**src/rtl/reset_responder_pkg.sv**
```systemverilog
// rtl/reset_responder_pkg.sv - shared state encoding and synchronizer limits
package reset_responder_pkg;

   // Responder states; encodings are fixed so every 2-bit value is a named state
   typedef enum logic [1:0] {
      ST_HOLD     = 2'd0,
      ST_WAIT_REL = 2'd1,
      ST_WAIT_RDY = 2'd2,
      ST_RUN      = 2'd3
   } state_e;

   // Fewer than two flops gives no metastability settling time
   localparam int MIN_SYNC_STAGES = 2;

endpackage

```
**src/rtl/reset_responder_sync_bit.sv**
```systemverilog
// rtl/reset_responder_sync_bit.sv - N-stage single-bit synchronizer with async reset to 0
module sync_bit
   import reset_responder_pkg::*;
#(
   parameter int STAGES = 2
) (
   input  logic clk_i,
   input  logic rst_i,
   input  logic d_i,
   output logic q_o
);

   // Depth is never allowed below the safe minimum, whatever the caller asks for
   localparam int N = (STAGES < MIN_SYNC_STAGES) ? MIN_SYNC_STAGES : STAGES;

   logic [N-1:0] sync_q;

   // Shift the asynchronous level through the chain; reset clears every stage
   always_ff @(posedge clk_i or posedge rst_i) begin
      if (rst_i) begin
         sync_q <= '0;
      end else begin
         sync_q <= {sync_q[N-2:0], d_i};
      end
   end

   assign q_o = sync_q[N-1];

endmodule

```
**src/rtl/reset_responder.sv**
```systemverilog
// rtl/reset_responder.sv - destination endpoint: sync request, hold local reset, toggle ack
module reset_responder
   import reset_responder_pkg::*;
#(
   parameter int HOLD_CYCLES = 16,
   parameter int CNT_W       = 8,
   parameter int SYNC_STAGES = 2
) (
   input  logic CLK,
   input  logic RST,
   input  logic REQ_IN,
   input  logic READY_IN,
   output logic OUT_RST,
   output logic OUT_RST_N,
   output logic BUSY,
   output logic ACK_TOGGLE
);

   localparam logic [CNT_W-1:0] HOLD_LAST = CNT_W'(HOLD_CYCLES - 1);

   logic             req_s;
   state_e           state_q, state_d;
   logic [CNT_W-1:0] cnt_q, cnt_d;
   logic             ack_q, ack_d;
   logic             out_rst_q;
   logic             busy_q;

   sync_bit #(
      .STAGES(SYNC_STAGES)
   ) u_req_sync (
      .clk_i(CLK),
      .rst_i(RST),
      .d_i  (REQ_IN),
      .q_o  (req_s)
   );

   // Next-state, hold counter and ack toggle; a request always beats READY_IN
   always_comb begin
      state_d = state_q;
      cnt_d   = cnt_q;
      ack_d   = ack_q;
      case (state_q)
         ST_HOLD: begin
            if (cnt_q == HOLD_LAST) begin
               state_d = ST_WAIT_REL;
               cnt_d   = '0;
            end else begin
               cnt_d = cnt_q + 1'b1;
            end
         end
         ST_WAIT_REL: begin
            if (!req_s) begin
               state_d = ST_WAIT_RDY;
            end
         end
         ST_WAIT_RDY: begin
            if (req_s) begin
               state_d = ST_HOLD;
               cnt_d   = '0;
            end else if (READY_IN) begin
               state_d = ST_RUN;
               ack_d   = ~ack_q;
            end
         end
         ST_RUN: begin
            if (req_s) begin
               state_d = ST_HOLD;
               cnt_d   = '0;
            end
         end
         default: begin
            state_d = ST_HOLD;
            cnt_d   = '0;
         end
      endcase
   end

   // State and outputs registered together; outputs decode the state being entered
   always_ff @(posedge CLK or posedge RST) begin
      if (RST) begin
         state_q   <= ST_HOLD;
         cnt_q     <= '0;
         ack_q     <= 1'b0;
         out_rst_q <= 1'b1;
         busy_q    <= 1'b1;
      end else begin
         state_q   <= state_d;
         cnt_q     <= cnt_d;
         ack_q     <= ack_d;
         out_rst_q <= (state_d == ST_HOLD) || (state_d == ST_WAIT_REL);
         busy_q    <= (state_d != ST_RUN);
      end
   end

   assign OUT_RST    = out_rst_q;
   assign OUT_RST_N  = ~out_rst_q;
   assign BUSY       = busy_q;
   assign ACK_TOGGLE = ack_q;

endmodule
```
**config.mk**
```make
export PLATFORM = sky130hd
export DESIGN_NAME = reset_responder
export DESIGN_NICKNAME = d
export VERILOG_FILES = /design/src/rtl/reset_responder_pkg.sv /design/src/rtl/reset_responder_sync_bit.sv /design/src/rtl/reset_responder.sv
export SDC_FILE = /design/constraint.sdc
export NUM_CORES = 1
export LEC_CHECK = 0
export ABC_AREA = 1
export BUFFER_PORTS_ARGS = -buffer_cell sky130_fd_sc_hd__buf_2
export CORE_MARGIN = 10
export CORE_UTILIZATION = 40
export CTS_CLUSTER_DIAMETER = 200
export CTS_CLUSTER_SIZE = 8
export DETAILED_ROUTE_END_ITERATION = 7
export GPL_TIMING_DRIVEN = 0
export PLACE_DENSITY = 0.7
export SLEW_MARGIN = 10
export SYNTH_ARGS = -nofsm -noshare
export SYNTH_HDL_FRONTEND = slang
export SYNTH_SLANG_ARGS = --single-unit
```
**constraint.sdc**
```tcl
create_clock -name CLK -period 1.4 [get_ports CLK]
set_input_delay 0.07 -clock CLK [delete_from_list [all_inputs] [get_ports CLK]]
set_output_delay 0.07 -clock CLK [all_outputs]
set_load 0.03 [all_outputs]
```
==> impl_metrics.tcl, run 1 <==
set metrics [dict create \
    wl_per_cell_um 10.3 \
    critPathKind "flip-flop to flip-flop" \
    grt_pass1_vias 542 \
    ir_drop_mv 1.30 \
    status "completed" \
    synthTopCellsByCount "21 x nand2_1, 13 x dfrtp_1, 11 x inv_1, 11 x nor2_1, 4 x nand3_1" \
    clock_path_buffers 2 \
    drv_slew 0 \
    clk_pin_slew_worst_paths_ps 100 \
    root_buffer "clkbuf_4" \
    p_sw_uw 789 \
    synth_most_common_cell "nand2_1" \
    critPathArrivalTime_ps 1450 \
    track_usage_pct 6.95 \
    swShare_pct 43.8 \
    fin_tns_setup_ps 0 \
    num-fill-cells 156 \
    rows 15 \
    firstDrtPassIters 4 \
    cts_sinks 15 \
    slew_headroom_pct 63.5 \
    grt_pass1_wl_um 2270 \
    ioPinCount 8 \
    antenna_cells 0 \
    ant_nets 0 \
    grt_max_degree 16 \
    dpl_cell_area_um2 811 \
    cts_tree "built" \
    ys_ff_latch 15 \
    synth_ff_type "dfrtp_1" \
    leakage_nw 0.437 \
    startpoint_type "flip-flop" \
    hold_viol_final 0 \
    final_nets 108 \
    fin_crit_sh_pct 90.8 \
    fp.dieH_um 63.1 \
    via_per_inst 4.68 \
    dieArea_mm2 0.00399 \
    drt_iter0_drc 12 \
    crit_required_ps 1580 \
    cts_buffers 3 \
    vias 594 \
    rr_worst_depth 6 \
    stdcell_area_um2 901 \
    synth_area_leaders "dfrtp_1 44%, nand2_1 11%, dfstp_2 7.1%" \
    syn_area_um2 744 \
    chipWidth_um 63.1 \
    clk_latency_ps 290 \
    pwr-share-seq_pct 40.6 \
    portBuffers 7 \
    worst_slack_ps 129 \
    place.gp.congestion 0.766 \
    maxCapViolCount 0 \
    place_inst 118 \
    tightestPinTransition_ps 547 \
    setup_viol 0 \
    pwr_density_cell_mw_per_mm2 2000 \
    intPower_mw 1.01 \
    dp_hpwl_um 932 \
    yosysTopAreaCell "dfrtp_1" \
    holdCritPathClass "input pin to async pin" \
    syn-instance-count 86 \
    finalCriticalPeriod_ps 1270 \
    syn-num-nets 91 \
    yosys_warnings 0 \
    synth_edf_count 0 \
    p_clk_share_pct 14.5 \
    drc 0 \
    syn_avg_cell_area_um2 8.66 \
    yosys.area.top_type_share_pct 43.7 \
    fin_util_pct 51.6 \
    ctsHtreeMaxLevel 1 \
    antenna_found_initial 0 \
    core_mm2 0.00175 \
    yosysSeqAreaShare_pct 50.8 \
    start_util_pct 42.7 \
    crit_path_end_kind "flip-flop" \
    synth_cell_types 22 \
    total_power_mw 1.80 \
    area_delta_synth_final_pct 21.0 \
    hold_ws_ps 352 \
    crit_fanout 4 \
    max_freq_ghz 0.787 \
    final-instance-count-excl-fill 127 \
    async_flop_share_pct 100 \
    power_frac_comb_pct 44.9 \
    drt-total-wl_um 1310 \
    post-place-ws_ps 86.2 \
    drive_gt1_share_pct 26.5 \
    grt_overflow 0 \
    skew_ps 3.91 \
    rsz0062_at_grt "no" \
]
-- metal layers --
layer	share of wire, %	track usage [%]	vias up
li1	-	-	305
met1	46	8.16	273
met2	48	10.3	11
met3	2.4	1.24	5
met4	3.9	6.70	0
met5	0	0	-
-- cell type report --
type	instances	area (µm²)	area share, %
clock buffers	3	22.5	2.50
repair buffers	12	80.1	8.89
multi-input cells	58	332	36.8
well taps	25	31.3	3.47
inverters	13	50.0	5.56
flip-flops and latches	15	378	41.9
clock inverters	1	7.51	0.833
-- critical path: stages, from the launching register on --
cell	delay [ps]
dfrtp_1	420
ha_4	160
nand3_2	110
nor2_2	120
nor2_1	70
nor2_2	210
nor2_1	70
-- sequential cells by signal (all words and copies together), names as in the netlist --
register	cells
cnt_q	8
state_q	2
u_req_sync.sync_q	2
ACK_TOGGLE	1
BUSY	1
OUT_RST	1
-- power by group through the flow --
stage	clock (mW)	sequential, mW	combinational (mW)
6_report	0.261	0.732	0.810
5_1_grt	0.283	0.755	0.911
4_1_cts	0.266	0.718	0.761
3_5_place_dp	0	0.726	0.751
3_3_place_gp	0	0.722	0.739
2_1_floorplan	0	0.759	0.556
-- kinds of logic after synthesis --
| family | synth area share, % |
|---|---|
| fa+ha+maj | 1.68 |
| compound gates | 6.05 |
| xor+xnor | 1.18 |
| buf+inv | 6.72 |
| simple gates | 33.6 |
| flops | 50.8 |
-- path summary, 6_finish.rpt --
path,endpoint,startpoint,slack [ps]
worst min register to register,u_req_sync.sync_q[1],u_req_sync.sync_q[0],370
worst max register to register,cnt_q[3],cnt_q[1],130
min in group CLK,u_req_sync.sync_q[1],u_req_sync.sync_q[0],370
max in group asynchronous,BUSY,RST,680
worst max-delay path,cnt_q[3],cnt_q[1],130
worst min-delay path,state_q[1],RST,350
-- cells in the final DEF (no fill, tap or decap), drive strengths merged --
cell type / n
a21o: 1
clkinv: 1
nand3: 5
nor2: 16
clkbuf: 3
buf: 9
o311ai: 1
nand2: 23
dfrtp: 13
a22o: 1
a21oi: 1
ha: 1
nand4: 3
dlygate4sd3: 3
dfstp: 2
nand3b: 3
xnor2: 1
clkinvlp: 1
o211ai: 1
inv: 12
o21bai: 1
-- timing repair --
action                                  in CTS  in global routing
endpoints found under the hold margin       15                  0
setup buffers                                0                  2
endpoints found under the setup margin       0                  4
resized for setup                            0                  3
hold buffers                                 3                  0
Note: power is estimated with default switching activity, not from simulation.
==> inputs of run 2 (changes only) <==
- CORE_MARGIN: 10 -> 1.5
==> impl_metrics.tcl, run 2 (same netlist as run 1, synthesis figures left out) <==
set metrics [dict create \
    status "completed" \
    hold_viol_final 0 \
    cts_sinks 15 \
    clk_pin_slew_worst_paths_ps 90 \
    area_delta_synth_final_pct 20.3 \
    drt_iter0_drc 15 \
    highest_layer "met4" \
    drive_gt1_share_pct 25.0 \
    chipWidth_um 46.1 \
    fin_crit_sh_pct 91.3 \
    tightestPinTransition_ps 543 \
    grt_overflow 0 \
    place_inst 118 \
    critPathKind "flip-flop to flip-flop" \
    crit_required_ps 1580 \
    ioPinCount 8 \
    drv_slew 0 \
    clk_latency_ps 290 \
    grt_pass1_wl_um 2170 \
    slew_headroom_pct 63.8 \
    ant_nets 0 \
    cts_buffers 3 \
    track_usage_pct 14.8 \
    place.gp.congestion 0.727 \
    core_mm2 0.00175 \
    dieArea_mm2 0.00213 \
    wl_per_cell_um 10.2 \
    ir_drop_mv 1.29 \
    wl_met1_um 635 \
    drc 0 \
    grt_max_degree 16 \
    rsz0062_at_grt "no" \
    top_register "cnt_q" \
    maxCapViolCount 0 \
    rows 15 \
    critPathArrivalTime_ps 1460 \
    total_power_mw 1.81 \
    fin_tns_setup_ps 0 \
    portBuffers 7 \
    dp_hpwl_um 890 \
    via_per_inst 4.66 \
    holdCritPathClass "input pin to async pin" \
    pwr_density_cell_mw_per_mm2 2020 \
    firstDrtPassIters 4 \
    top_regs "cnt_q: 8 flops, state_q: 2 flops, u_req_sync.sync_q: 2 flops" \
    antenna_found_initial 0 \
    finalCriticalPeriod_ps 1280 \
    final-instance-count-excl-fill 125 \
    grt_pass1_vias 513 \
    final_nets 106 \
    largest_reg_flops 8 \
    skew_ps 3.31 \
    ctsHtreeMaxLevel 1 \
    crit_fanout 4 \
    final_common_cell "nand2_1" \
    max_freq_ghz 0.783 \
    crit_path_end_kind "flip-flop" \
    wl_met3_um 28 \
    antenna_cells 0 \
    setup_viol 0 \
    startpoint_type "flip-flop" \
    root_buffer "clkbuf_4" \
    drt-total-wl_um 1280 \
    start_util_pct 42.7 \
    vias 582 \
    leakage_nw 0.430 \
    clock_path_buffers 2 \
    fp.dieH_um 46.1 \
    dr_wl_met2_um 576 \
    mostFrequentLayoutCells "21 x nand2_1, 13 x dfrtp_1, 11 x inv_1" \
    num-fill-cells 157 \
    cts_tree "built" \
]
run 2: cell types whose count changed in the layout (fill, tap and decap cells not counted):
cell,before,now
buf_4,2,0
clkinv_2,1,2
clkinvlp_4,1,0
nand3_2,1,0
nand3_4,0,1
nor2_2,3,2
nor2_4,3,4
run 2: layout make-up:
type | count | area [µm²] | share of cell area, %
clock buffer | 3 | 22.5 | 2.51
clock inverter | 1 | 5.00 | 0.559
inverter | 13 | 50.0 | 5.59
multi-input combinational | 58 | 344 | 38.4
sequential | 15 | 378 | 42.2
tap | 25 | 31.3 | 3.49
timing repair buffer | 10 | 65.1 | 7.26
run 2: worst max-delay path: stages (launching register included):
cell,delay [ps]
dfrtp_1,410
ha_4,180
nand3_4,100
nor2_4,120
nor2_1,60
nor2_2,210
nor2_1,70
run 2: per-layer routing:
layer	GRT usage, %	vias to the layer above
met1	20.1	266
met3	2.35	5
met4	10.3	0
li1	-	302
met5	0	-
met2	21.4	9
run 2: timing repair:
| item | in CTS | in global routing |
|---|---|---|
| hold buffers | 3 | 0 |
| hold endpoints to repair | 15 | 0 |
| setup endpoints to repair | 0 | 4 |
| gates resized for setup | 0 | 5 |
| buffers inserted | 0 | 0 |
run 2: report_power, final:
group,internal (mW),switching [mW],total [mW],leakage [nW]
sequential,0.579,0.166,0.745,0.186
combinational,0.316,0.492,0.808,0.227
clock,0.106,0.147,0.253,0.0177
run 2: worst paths after layout:
| kind | startpoint | endpoint | slack, ps | cells past startpoint |
|---|---|---|---|---|
| min in group CLK | u_req_sync.sync_q[0] | u_req_sync.sync_q[1] | 380 | 0 |
| worst min register to register | u_req_sync.sync_q[0] | u_req_sync.sync_q[1] | 380 | 0 |
| worst max register to register | cnt_q[0] | cnt_q[5] | 120 | 6 |
| worst max-delay path | cnt_q[0] | cnt_q[5] | 120 | 6 |
| max in group asynchronous | RST | BUSY | 680 | 3 |
| worst min-delay path | RST | u_req_sync.sync_q[0] | 360 | 3 |
run 2: stage by stage:
| step | setup WS [ps] | hold WS, ps | util (%) | cell area (µm²) |
|---|---|---|---|---|
| floorplan | 240 | -30.0 | - | 744 |
| global placement | 84.6 | 141 | 46.5 | 811 |
| detailed placement | 74.4 | 142 | 46.5 | 811 |
| CTS | 69.3 | 366 | 49.7 | 868 |
| global route | 19.6 | 402 | 51.3 | 896 |
| finish | 122 | 358 | 51.3 | 896 |
==> inputs of run 3 (changes only) <==
- CELL_PAD_IN_SITES_DETAIL_PLACEMENT: unset -> 1
- CELL_PAD_IN_SITES_GLOBAL_PLACEMENT: unset -> 1
- PLACE_DENSITY: 0.7 -> 0.85
==> impl_metrics.tcl, run 3 (same netlist as run 1, synthesis figures left out) <==
set metrics [dict create \
    final_common_cell "nand2_1" \
    grt_pass1_wl_um 2500 \
    crit_slowest_cell "dfrtp_1" \
    place_inst 118 \
    r2r_slack_ps 100 \
    startpoint_type "flip-flop" \
    cts_sinks 15 \
    worst_slack_ps 102 \
    ioPinCount 8 \
    place.gp.congestion 0.705 \
    tightestPinTransition_ps 553 \
    ir_drop_mv 0.918 \
    start_util_pct 42.7 \
    finalCriticalPeriod_ps 1300 \
    chipWidth_um 46.1 \
    firstDrtPassIters 4 \
    drc 0 \
    core_mm2 0.00175 \
    portBuffers 7 \
    grt_overflow 0 \
    track_usage_pct 17.0 \
    crit_fanout 4 \
    top_regs "cnt_q: 8 flops, state_q: 2 flops, u_req_sync.sync_q: 2 flops" \
    slew_headroom_pct 63.1 \
    wl_per_cell_um 12.2 \
    path_cells "ha_4, nand3_2, nor2_2, nor2_1, nor2_2, nor2_1" \
    rr_worst_depth 6 \
    maxCapViolCount 0 \
    largest_reg_flops 8 \
    leakage_nw 0.438 \
    top_register "cnt_q" \
    vias 622 \
    fin_crit_sh_pct 92.7 \
    crit_path_end_kind "flip-flop" \
    drv_slew 0 \
    post-place-ws_ps 54.0 \
    ant_nets 0 \
    rr_startpoint "cnt_q[0]" \
    seqCellArea_um2 378 \
    mostFrequentLayoutCells "21 x nand2_1, 13 x dfrtp_1, 11 x inv_1" \
    max_freq_ghz 0.771 \
    min_to "u_req_sync.sync_q[1]" \
    rr_endpoint "cnt_q[3]" \
    dieArea_mm2 0.00213 \
    clk_latency_ps 290 \
    cts_buffers 3 \
    grt_pass1_vias 600 \
    via_per_inst 4.90 \
    clock_path_buffers 2 \
    final_nets 108 \
    hold_viol_final 0 \
    dp_hpwl_um 1110 \
    final-instance-count-excl-fill 127 \
    holdCritPathClass "flip-flop to flip-flop" \
    area_delta_synth_final_pct 20.5 \
    setup_viol 0 \
    root_buffer "clkbuf_4" \
    critPathKind "flip-flop to flip-flop" \
    skew_ps 3.50 \
    min-delay-start "u_req_sync.sync_q[0]" \
    num-fill-cells 231 \
    crit_required_ps 1580 \
    cts_tree "built" \
    antenna_cells 0 \
    drt-total-wl_um 1550 \
    antenna_found_initial 0 \
    status "completed" \
    critPathArrivalTime_ps 1480 \
    slowest_delay_ps 410 \
    ctsHtreeMaxLevel 1 \
    drt_iter0_drc 8 \
    clk_pin_slew_worst_paths_ps 90 \
    rows 15 \
    fp.dieH_um 46.1 \
    whs_path_depth 0 \
    grt_max_degree 16 \
    fin_tns_setup_ps 0 \
    multiInputGateArea_um2 332 \
    pwr_density_cell_mw_per_mm2 2070 \
    rsz0062_at_grt "no" \
    drive_gt1_share_pct 25.5 \
]
## run 3: cell types whose count changed in the layout (fill, tap and decap cells not counted), sizes merged
cell / previous run / this run
buf: 7 / 9
clkbuf: 3 / 4
clkinv: 2 / 1
## run 3: worst max path at each step
stage                     startpoint       end  slack (ps)  depth (start not counted)
after floorplan             cnt_q[0]  cnt_q[3]         240                          6
after global placement      cnt_q[0]  cnt_q[3]          80                          6
after detailed placement    cnt_q[0]  cnt_q[3]          50                          6
after CTS                   cnt_q[0]  cnt_q[3]          50                          6
after global routing        cnt_q[0]  cnt_q[3]          10                          6
final                       cnt_q[0]  cnt_q[3]         100                          6
## run 3: what timing repair did
item | in CTS | in global routing
setup buffers | 0 | 2
hold buffers | 3 | 0
setup endpoints to repair | 0 | 4
endpoints found under the hold margin | 15 | 0
resized for setup | 0 | 3
## run 3: worst max-delay path: cells and delay by family (launching register included)
family / cells / cell delay, ps
adder cells (fa/ha/maj): 1 / 150
flip-flops: 1 / 410
AND/OR/NAND/NOR: 5 / 620
## run 3: routing by layer
layer,GRT usage [%],vias up,part of all wire [%]
met5,0,-,0
met4,8.57,0,1.9
met3,2.35,2,1.2
met2,28.9,7,51
met1,20.6,308,46
li1,-,305,-
## run 3: metrics by stage
stage	hold slack [ps]	utilization, %	total power, mW	area, µm²
floorplan	-30.0	-	1.32	744
global placement	143	46.5	1.47	811
detailed placement	150	46.5	1.52	811
CTS	367	49.7	1.77	867
global route	382	51.4	2.00	897
finish	363	51.4	1.85	897
## run 3: cell type report
class,instances,area share (%)
flip-flops and latches,15,42.1
clock buffers,4,2.93
multi-input cells,58,37.0
repair buffers,12,8.93
well taps,25,3.49
inverters,13,5.58
## run 3: power breakdown
part	switching, mW	total (mW)	internal, mW
Sequential	0.161	0.740	0.579
Combinational	0.529	0.863	0.333
Clock	0.140	0.251	0.111
Total	0.830	1.85	1.02
